File: config.mk
export PLATFORM = sky130hd
export DESIGN_NAME = wb_arbiter2
export DESIGN_NICKNAME = d
export VERILOG_FILES = /design/src/rtl/wb_pkg.sv /design/src/rtl/wb_arb_wdog.sv /design/src/rtl/wb_arbiter2.sv
export SDC_FILE = /design/constraint.sdc
export NUM_CORES = 1
export LEC_CHECK = 0
export BUFFER_PORTS_ARGS = -buffer_cell sky130_fd_sc_hd__clkbuf_2
export CORE_ASPECT_RATIO = 0.9
export CORE_MARGIN = 2
export CORE_UTILIZATION = 30
export DETAILED_ROUTE_END_ITERATION = 6
export GPL_ROUTABILITY_DRIVEN = 0
export PLACE_DENSITY = 0.94
export SLEW_MARGIN = 25
export SYNTH_ARGS = -nofsm -noshare
export SYNTH_HDL_FRONTEND = slang
export SYNTH_SLANG_ARGS = --single-unit
File: constraint.sdc
create_clock -name wb_clk_i -period 1.9 [get_ports wb_clk_i]
set_input_delay 0.095 -clock wb_clk_i [delete_from_list [all_inputs] [get_ports wb_clk_i]]
set_output_delay 0.095 -clock wb_clk_i [all_outputs]
set_load 0.05 [all_outputs]
File: src/rtl/wb_pkg.sv
// Shared Wishbone definitions: cycle-type codes and the arbiter state encoding.
package wb_pkg;

    localparam logic [2:0] CTI_CLASSIC = 3'b000;
    localparam logic [2:0] CTI_INCR    = 3'b010;
    localparam logic [2:0] CTI_EOB     = 3'b111;

    typedef enum logic [1:0] {
        ARB_IDLE = 2'd0,
        ARB_GNT0 = 2'd1,
        ARB_GNT1 = 2'd2
    } arb_state_t;

endpackage

File: src/rtl/wb_arb_wdog.sv
// Grant watchdog: counts stalled strobe cycles while a master holds the bus
// and flags expiry once the count reaches TIMEOUT_CYCLES.
module wb_arb_wdog
    import wb_pkg::*;
#(
    parameter int unsigned TIMEOUT_CYCLES = 255
) (
    input  logic clk,
    input  logic rst,
    input  logic active,
    input  logic stall,
    input  logic ack,
    output logic expired
);

    localparam int unsigned CW = $clog2(TIMEOUT_CYCLES + 1);

    logic [CW-1:0] cnt;

    assign expired = (cnt == CW'(TIMEOUT_CYCLES));

    // Stall counter: cleared by ACK or when no grant is active, saturates at the limit
    always_ff @(posedge clk) begin
        if (rst || !active || ack) begin
            cnt <= '0;
        end else if (stall && !expired) begin
            cnt <= cnt + 1'b1;
        end
    end

endmodule

File: src/rtl/wb_arbiter2.sv
// Two-master, single-slave round-robin Wishbone arbiter. Grants are held for a
// whole CYC so bursts are never split; the non-granted master is fully gated.
// Optional grant watchdog is built when WB_ARB_TIMEOUT_EN is defined.
module wb_arbiter2
    import wb_pkg::*;
#(
    parameter int unsigned DW             = 16,
    parameter int unsigned AW             = 5,
    parameter int unsigned TIMEOUT_CYCLES = 255
) (
    input  logic          wb_clk_i,
    input  logic          wb_rst_i,

    input  logic          m0_cyc_i,
    input  logic          m0_stb_i,
    input  logic          m0_we_i,
    input  logic [AW-1:0] m0_adr_i,
    input  logic [DW-1:0] m0_dat_i,
    input  logic [1:0]    m0_sel_i,
    input  logic [2:0]    m0_cti_i,
    output logic [DW-1:0] m0_dat_o,
    output logic          m0_ack_o,
    output logic          m0_err_o,

    input  logic          m1_cyc_i,
    input  logic          m1_stb_i,
    input  logic          m1_we_i,
    input  logic [AW-1:0] m1_adr_i,
    input  logic [DW-1:0] m1_dat_i,
    input  logic [1:0]    m1_sel_i,
    input  logic [2:0]    m1_cti_i,
    output logic [DW-1:0] m1_dat_o,
    output logic          m1_ack_o,
    output logic          m1_err_o,

    output logic          s_cyc_o,
    output logic          s_stb_o,
    output logic          s_we_o,
    output logic [AW-1:0] s_adr_o,
    output logic [DW-1:0] s_dat_o,
    output logic [1:0]    s_sel_o,
    output logic [2:0]    s_cti_o,
    input  logic [DW-1:0] s_dat_i,
    input  logic          s_ack_i,
    input  logic          s_err_i,

    output logic [1:0]    gnt_o
);

    arb_state_t state;
    arb_state_t state_nxt;
    logic       last;
    logic       timeout;

`ifdef WB_ARB_TIMEOUT_EN
    wb_arb_wdog #(
        .TIMEOUT_CYCLES(TIMEOUT_CYCLES)
    ) u_wdog (
        .clk     (wb_clk_i),
        .rst     (wb_rst_i),
        .active  (state != ARB_IDLE),
        .stall   (s_stb_o && !s_ack_i),
        .ack     (s_ack_i),
        .expired (timeout)
    );
`else
    // Without the watchdog a grant ends only on CYC low or reset; the limit
    // parameter is kept in the port list so both builds share one instance.
    assign timeout = 1'b0 & (TIMEOUT_CYCLES == 0);
`endif

    assign m0_dat_o = s_dat_i;
    assign m1_dat_o = s_dat_i;

    // State register
    always_ff @(posedge wb_clk_i) begin
        if (wb_rst_i) begin
            state <= ARB_IDLE;
        end else begin
            state <= state_nxt;
        end
    end

    // Round-robin pointer: records the master whose grant just ended
    always_ff @(posedge wb_clk_i) begin
        if (wb_rst_i) begin
            last <= 1'b1;
        end else if (state == ARB_GNT0 && state_nxt == ARB_IDLE) begin
            last <= 1'b0;
        end else if (state == ARB_GNT1 && state_nxt == ARB_IDLE) begin
            last <= 1'b1;
        end
    end

    // Next-state: arbitrate only from IDLE, release on CYC low or watchdog expiry
    always_comb begin
        state_nxt = state;
        case (state)
            ARB_IDLE: begin
                if (m0_cyc_i && m1_cyc_i) begin
                    state_nxt = last ? ARB_GNT0 : ARB_GNT1;
                end else if (m0_cyc_i) begin
                    state_nxt = ARB_GNT0;
                end else if (m1_cyc_i) begin
                    state_nxt = ARB_GNT1;
                end
            end
            ARB_GNT0: begin
                if (!m0_cyc_i || timeout) begin
                    state_nxt = ARB_IDLE;
                end
            end
            ARB_GNT1: begin
                if (!m1_cyc_i || timeout) begin
                    state_nxt = ARB_IDLE;
                end
            end
            default: state_nxt = ARB_IDLE;
        endcase
    end

    // Outputs: route the granted master to the slave, gate everything else
    always_comb begin
        s_cyc_o  = 1'b0;
        s_stb_o  = 1'b0;
        s_we_o   = 1'b0;
        s_adr_o  = '0;
        s_dat_o  = '0;
        s_sel_o  = '0;
        s_cti_o  = CTI_CLASSIC;
        m0_ack_o = 1'b0;
        m0_err_o = 1'b0;
        m1_ack_o = 1'b0;
        m1_err_o = 1'b0;
        gnt_o    = 2'b00;
        case (state)
            ARB_GNT0: begin
                s_cyc_o  = m0_cyc_i;
                s_stb_o  = m0_stb_i;
                s_we_o   = m0_we_i;
                s_adr_o  = m0_adr_i;
                s_dat_o  = m0_dat_i;
                s_sel_o  = m0_sel_i;
                s_cti_o  = m0_cti_i;
                m0_ack_o = s_ack_i;
                m0_err_o = s_err_i | timeout;
                gnt_o    = 2'b01;
            end
            ARB_GNT1: begin
                s_cyc_o  = m1_cyc_i;
                s_stb_o  = m1_stb_i;
                s_we_o   = m1_we_i;
                s_adr_o  = m1_adr_i;
                s_dat_o  = m1_dat_i;
                s_sel_o  = m1_sel_i;
                s_cti_o  = m1_cti_i;
                m1_ack_o = s_ack_i;
                m1_err_o = s_err_i | timeout;
                gnt_o    = 2'b10;
            end
            default: ;
        endcase
    end

endmodule

Yosys cells after proc, flatten, opt, wreduce, memory -nomap -nowiden
Index checks and enable logic that the tools add are counted.
W data, S select, Z words.
{"block": "op_classes", "bitwise": 0, "div_mod_pow": 0, "n_eq_ne": 2, "addsub": 0, "mux": 21, "reduce_logical": 6, "magnitude_cmp": 0, "n_mul": 0, "shifts": 0}
{"op": "$pmux W16 S2", "count": 1}
{"op": "$mux W2", "count": 6}
{"op": "$pmux W5 S2", "count": 1}
{"op": "$pmux W2 S2", "count": 2}
{"op": "$mux W1", "count": 6}
{"op": "$pmux W1 S2", "count": 3}
{"op": "$pmux W2 S3", "count": 1}
{"op": "$pmux W3 S2", "count": 1}
{"op": "$logic_not A2 Y1", "count": 2}
{"op": "$logic_and A1 B1 Y1", "count": 3}
{"op": "$eq A2 B1 Y1 const B", "count": 1}
{"op": "$eq A2 B2 Y1 const B", "count": 1}
{"op": "$reduce_bool A2 Y1", "count": 1}
{"block": "word_totals", "output_inout_bits": 67, "memories": 0, "latch_bits": 0, "ram_bits": 0, "romBits": 0, "ff_bits": 3, "elab_cells": 31}

Longest topological paths before layout
Gate-level depths: netlist of run 1.
{"block": "depth", "word_depth": 8, "ltp_mapped": 7}

Worst setup path before layout of run 1
No wires, ideal clock.
{"block": "synth_path", "path_type": "register to output", "from": "register state[0]", "to": "output s_dat_o[13]", "t_required_ns": 1.805, "path_stages_with_launch": 7, "slack_ns": -0.515, "path_buffers": 2, "arrival_ns": 2.320, "cell_sequence": "dfxtp_1 -> inv_1 -> ha_1 -> buf_2 -> buf_1 -> a22oi_1 -> nor2b_1"}
{"block": "synth_via", "elab_chain_len": 2}
{"item": "start: declaration", "line_no": "wb_arbiter2.sv:50", "rtl": "arb_state_t state;"}
{"item": "start signal: assignment", "line_no": "wb_arbiter2.sv:80", "rtl": "state <= state_nxt;"}
{"item": "$eq A2 B2 Y1 or $eq A2 B1 Y1 (tied branches)", "line_no": "wb_arbiter2.sv:136", "rtl": "case (state)"}
{"item": "$pmux W16 S2 (*)", "line_no": "wb_arbiter2.sv:136"}
{"item": "end: declaration", "line_no": "wb_arbiter2.sv:40", "rtl": "output logic [DW-1:0] s_dat_o,"}
Mark *: on every way between the ends. The rest lies on a longest branch, timed or not.

Worst setup path after layout of run 1
{"block": "layout_path", "from": "register state[0]", "to": "output s_dat_o[3]"}
The elaborated chain is that of the path after synthesis.

==> impl_metrics.yaml, run 1 <==
critical_path:
  path_max_fanout: 18
  cp-end-kind: "primary output"
  critPathRequiredTime_ps: 1800
  cp-start-kind: "register"
  cp_slowest_cell: "dfxtp_1"
  crit_chain: "inv_1 -> ha_2 -> buf_4 -> nor2b_4 -> buf_2"
  cp.arrival_ps: 1730
  worstSetupPathType: "register to primary output"
  critPathMaxStageDelay_ps: 380
timing:
  fin_crit_ps: 1830
  drv_slew: 0
  rsz0062_at_grt: "false"
  maxSlewHeadroom_pct: 77.6
  post-route-period-util_pct: 96.2
  worstMarginPinSlew_ps: 336
  fin_tns_setup_ps: 0
  final-hold-violation-count: 0
  setup_viol: 0
  max_freq_mhz: 547
  finClkSkew_ps: 3.55
die:
  dieArea_um2: 3720
  core_area_um2: 3070
  die_x_um: 64.0
  pin_count: 145
  die_y_um: 58.0
  rows: 19
  initial_core_util_pct: 31.7
grt:
  grt_usage_pct: 16.1
  antenna_found_initial: 0
  grt-ovfl-total: 0
  grt_pass1_wl_um: 4840
  grt_max_degree: 31
  first_global_vias: 1103
route:
  ant_nets: 0
  wl_per_cell_um: 12.7
  routed_wl_um: 3050
  drcViolationCount: 0
  drt_pass1_iterations: 4
  drt_iter0_drc: 83
  num_vias: 1189
  routed_via_density: 4.93
placement:
  port_buffers: 96
  dp_hpwl_um: 2460
clock_network:
  clk_latency_ps: 240
  hold_buffers: 0
  clock_sinks: 3
  htree_levels: 1
  cts_setup_buffers: 0
  cts_tree: "built"
  clockBufferDepth: 2
  cts_made_buffers: 3
  cts-root-buf: "clkbuf_4"
  clkSlewWorstSetupHoldPaths_ps: 30
power_and_ir_drop:
  ir_drop_mv: 0.252
  cellLeakagePower_uw: 0.000734
  p_per_area_nw_per_um2: 731
  power.total_uw: 1130
yosys:
  synth_top_family_by_area: "buffers and inverters"
  syn_area_per_cell_um2: 7.11
  synth-xor-area-share_pct: 0
  synthCells: 137
  synth_nets: 220
  yosys-top-cells-area: "buf_4, a22oi_1, nor2b_1, ha_1, dfxtp_1"
  async_flop_share_pct: 0
  yosys.area.top_type: "buf_4"
  synth.area.mux_share_pct: 1.03
  synth.cell_area_um2: 973
  synth.most_common_cell: "buf_4"
  yosysUniqueCellTypes: 26
  ys_warn_count: 0
  synth-main-ff-cell: "dfxtp_1"
  synth_top_area_share_pct: 24.7
  ys_seq_area_share_pct: 6.17
  ys_ff_latch: 3
  synth_compound_area_share_pct: 29.2
  synthAdderAreaFrac_pct: 6.43
  synth_common_cells: "buf_4, a22oi_1, nor2b_1"
  synth_edf_count: 0
  synthSimpleGateAreaFrac_pct: 26.6
run_status:
  outcome: "completed"
final_layout:
  nNetsFinal: 283
  final_util_pct: 50.5
  syn_to_final_growth_pct: 59.0
  antennaDiodeCount: 0
  drive_gt1_share_pct: 68.8
run:
  drv_cap: 0
hold_path:
  hold_path.class: "primary input to register"
-- worst max-delay path, delay by kind of cell (launching register included) --
kind / cells / cell delay, ps
and+or+nand+nor: 1 / 170
DFF: 1 / 380
buffers and inverters: 3 / 600
adders and majority gates: 1 / 340
-- metrics by stage --
step	worst slack [ps]	hold slack, ps	instance area [um^2]	cells
global route	0.139	77.5	1550	241
finish	72.3	58.2	1550	241
global placement	157	190	1490	237
floorplan	8.22	172	1150	137
detailed placement	112	190	1490	237
CTS	76.1	51.9	1530	241
-- layout by cell type, fill, tap and decap left out, types with 2 or more instances in the layout --
master    instances
nand2_1           3
inv_1             3
nor2b_4          20
dfxtp_1           2
a22oi_1          28
clkbuf_4          9
buf_12            4
clkbuf_2         74
o21ai_0           2
and2_1            4
ha_1              2
buf_2            12
a21oi_1           4
nor2b_2           9
ha_2              2
nor3_1            2
buf_4             4
-- metal layers --
layer	vias to the layer above	track usage (%)	share of wire, %
li1	572	-	-
met1	528	17.0	35
met2	89	31.5	54
met3	0	6.21	11
met4	0	0.621	0
met5	-	0	0
-- cell type report --
cell class	count	area, um^2
fillers	284	1520
clock buffers	4	26.3
inverters	3	11.3
repair buffers	100	586
multi-input cells	89	811
well taps	42	52.6
flip-flops and latches	3	61.3
-- final timing paths --
| check | start | end | slack [ps] | cells past startpoint |
|---|---|---|---|---|
| worst max-delay path | state[0]$_SDFF_PP0_ | s_dat_o[3] | 70 | 5 |
| worst min-delay path | wb_rst_i | state[1]$_SDFF_PP0_ | 60 | 2 |
| worst max register to register | state[0]$_SDFF_PP0_ | last$_SDFFE_PP1P_ | 120 | 6 |
| worst min register to register | state[1]$_SDFF_PP0_ | state[1]$_SDFF_PP0_ | 620 | 2 |
-- cells by family after synthesis --
group,after synthesis
adders and majority gates,5
buffers and inverters,45
DFF,3
AOI/OAI and AO/OA,40
muxes,1
and+or+nand+nor,43
-- timing repair --
item                       in CTS  in global routing
pin swaps                       0                  1
setup endpoints to repair      28                 19
resized for setup               3                 25
cloned                          0                  0
-- power by group --
group | switching [uW] | internal (uW) | total [uW]
registers | 18.8 | 76.9 | 95.7
logic | 533 | 390 | 923
clock network | 33.9 | 78.7 | 113
total | 586 | 546 | 1130
-- registers in the layout, indices dropped and copies added (netlist names) --
signal  cells
last        1
state       2
No activity file was read; power rests on OpenSTA's default activity.
==> inputs of run 2 (changes only) <==
--- a/config.mk
+++ b/config.mk
@@ -7,7 +7,6 @@
 export LEC_CHECK = 0
 export BUFFER_PORTS_ARGS = -buffer_cell sky130_fd_sc_hd__clkbuf_2
 export CORE_ASPECT_RATIO = 0.9
-export CORE_MARGIN = 2
 export CORE_UTILIZATION = 30
 export DETAILED_ROUTE_END_ITERATION = 6
 export GPL_ROUTABILITY_DRIVEN = 0
==> impl_metrics.yaml, run 2 (synthesis results as in run 1) <==
run_status:
  outcome: "completed"
final_layout:
  syn_to_final_growth_pct: 57.2
  fin_cells: 240
  drive_gt1_share_pct: 68.2
  layout_common_cells: "clkbuf_2, a22oi_1, nor2b_4, nor2b_2, buf_2"
  largest_reg_flops: 2
  final_common_cell: "clkbuf_2"
  top_regs: "state: 2 flops, last: 1 flops"
  largest_register: "state"
  nNetsFinal: 282
  final_area_um2: 1530
  antennaDiodeCount: 0
critical_path:
  worstSetupPathType: "register to primary output"
  cp-end-kind: "primary output"
  path_delay_family: "buffers and inverters"
  critPathRequiredTime_ps: 1800
  crit_chain: "inv_1 -> ha_2 -> buf_4 -> a22oi_1 -> nor2b_4 -> clkbuf_2"
  cp.arrival_ps: 1730
  path_max_fanout: 23
  cp_num_buf_inv: 3
  cp-start-kind: "register"
  critPathMaxStageDelay_ps: 350
  cp_slowest_cell: "dfxtp_2"
die:
  dieArea_um2: 3480
  initial_core_util_pct: 31.7
  rows: 19
  die_y_um: 56.0
  pin_count: 145
  core_area_um2: 3070
  die_x_um: 62.0
clock_network:
  hold_buffers: 0
  htree_levels: 1
  clock_sinks: 3
  cts_made_buffers: 3
  cts_setup_buffers: 0
  clkSlewWorstSetupHoldPaths_ps: 40
  clk_latency_ps: 240
  cts-root-buf: "clkbuf_4"
  clockBufferDepth: 2
  cts_tree: "built"
timing:
  worstMarginPinSlew_ps: 340
  fin_crit_ps: 1820
  drv_slew: 0
  setup_viol: 0
  post-route-period-util_pct: 95.9
  max_freq_mhz: 549
  rsz0062_at_grt: "true"
  final-hold-violation-count: 0
  finClkSkew_ps: 1.99
  fin_tns_setup_ps: 0
  maxSlewHeadroom_pct: 77.3
route:
  wl_per_cell_um: 12.2
  drt_pass1_iterations: 4
  routed_via_density: 4.86
  routed_wl_um: 2930
  drcViolationCount: 0
  num_vias: 1167
  drt_iter0_drc: 27
  ant_nets: 0
grt:
  grt-ovfl-total: 0
  grt_pass1_wl_um: 4370
  grt_max_degree: 31
  first_global_vias: 1076
  antenna_found_initial: 0
  grt_usage_pct: 16.0
placement:
  dp_hpwl_um: 2330
  placed_area_um2: 1480
  port_buffers: 96
  placed_cells: 236
power_and_ir_drop:
  cellLeakagePower_uw: 0.000727
  ir_drop_mv: 0.289
  p_per_area_nw_per_um2: 741
hold_path:
  hold_path.class: "primary input to register"
run:
  drv_cap: 0
[run 2: cell count changes in the layout (fill, tap and decap cells not counted)]
cell | previous run | this run
buf_2 | 12 | 9
buf_4 | 4 | 2
clkbuf_2 | 74 | 80
clkbuf_4 | 9 | 7
ha_1 | 2 | 3
ha_2 | 2 | 1
[run 2: per-stage QoR]
stage	utilization (%)	power (uW)	setup slack (ps)	hold slack, ps
final	49.9	1130	78.8	42.8
after detailed placement	48.2	1000	127	191
after global placement	48.2	992	160	191
after CTS	49.4	1140	70.7	36.7
after floorplan	-	970	8.22	172
after global routing	49.9	1210	-6.03	49.1
[run 2: path summary, 6_finish.rpt]
check	from	end	slack, ps	cells after the start
max	state[1]$_SDFF_PP0_	s_sel_o[0]	80	6
min	wb_rst_i	state[1]$_SDFF_PP0_	40	2
max reg2reg	state[0]$_SDFF_PP0_	last$_SDFFE_PP1P_	140	6
min reg2reg	state[1]$_SDFF_PP0_	state[1]$_SDFF_PP0_	640	2
[run 2: power breakdown]
group | leakage, uW | internal, uW | total, uW | switching, uW
combinational | 0.000687 | 389 | 921 | 532
clock | 0.0000150 | 79.2 | 119 | 40.3
sequential | 0.0000252 | 76.8 | 93.7 | 16.9
[run 2: timing repair]
action,CTS,global route
resized for setup,2,18
pin swaps,0,0
setup endpoints to repair,28,11
[run 2: layer usage]
layer	vias to the layer above	track usage (%)	part of all wire, %
li1	573	-	-
met1	509	16.4	37
met2	82	30.2	53
met3	3	5.12	9.2
met4	0	2.86	0.79
met5	-	0	0
[run 2: final cells by class]
type                    instances  area (um^2)
repair buffers                 99          571
multi-input cells              89          808
inverters                       3         11.3
clock buffers                   4         26.3
well taps                      42         52.6
flip-flops and latches          3         61.3
fillers                       301         1540
[run 2: worst register-to-register path, delay by kind of cell, from the launching register on]
family / cells / cell delay, ps
and+or+nand+nor: 2 / 610
DFF: 1 / 370
adders and majority gates: 1 / 290
muxes: 1 / 170
buffers and inverters: 1 / 130
AOI/OAI and AO/OA: 1 / 130
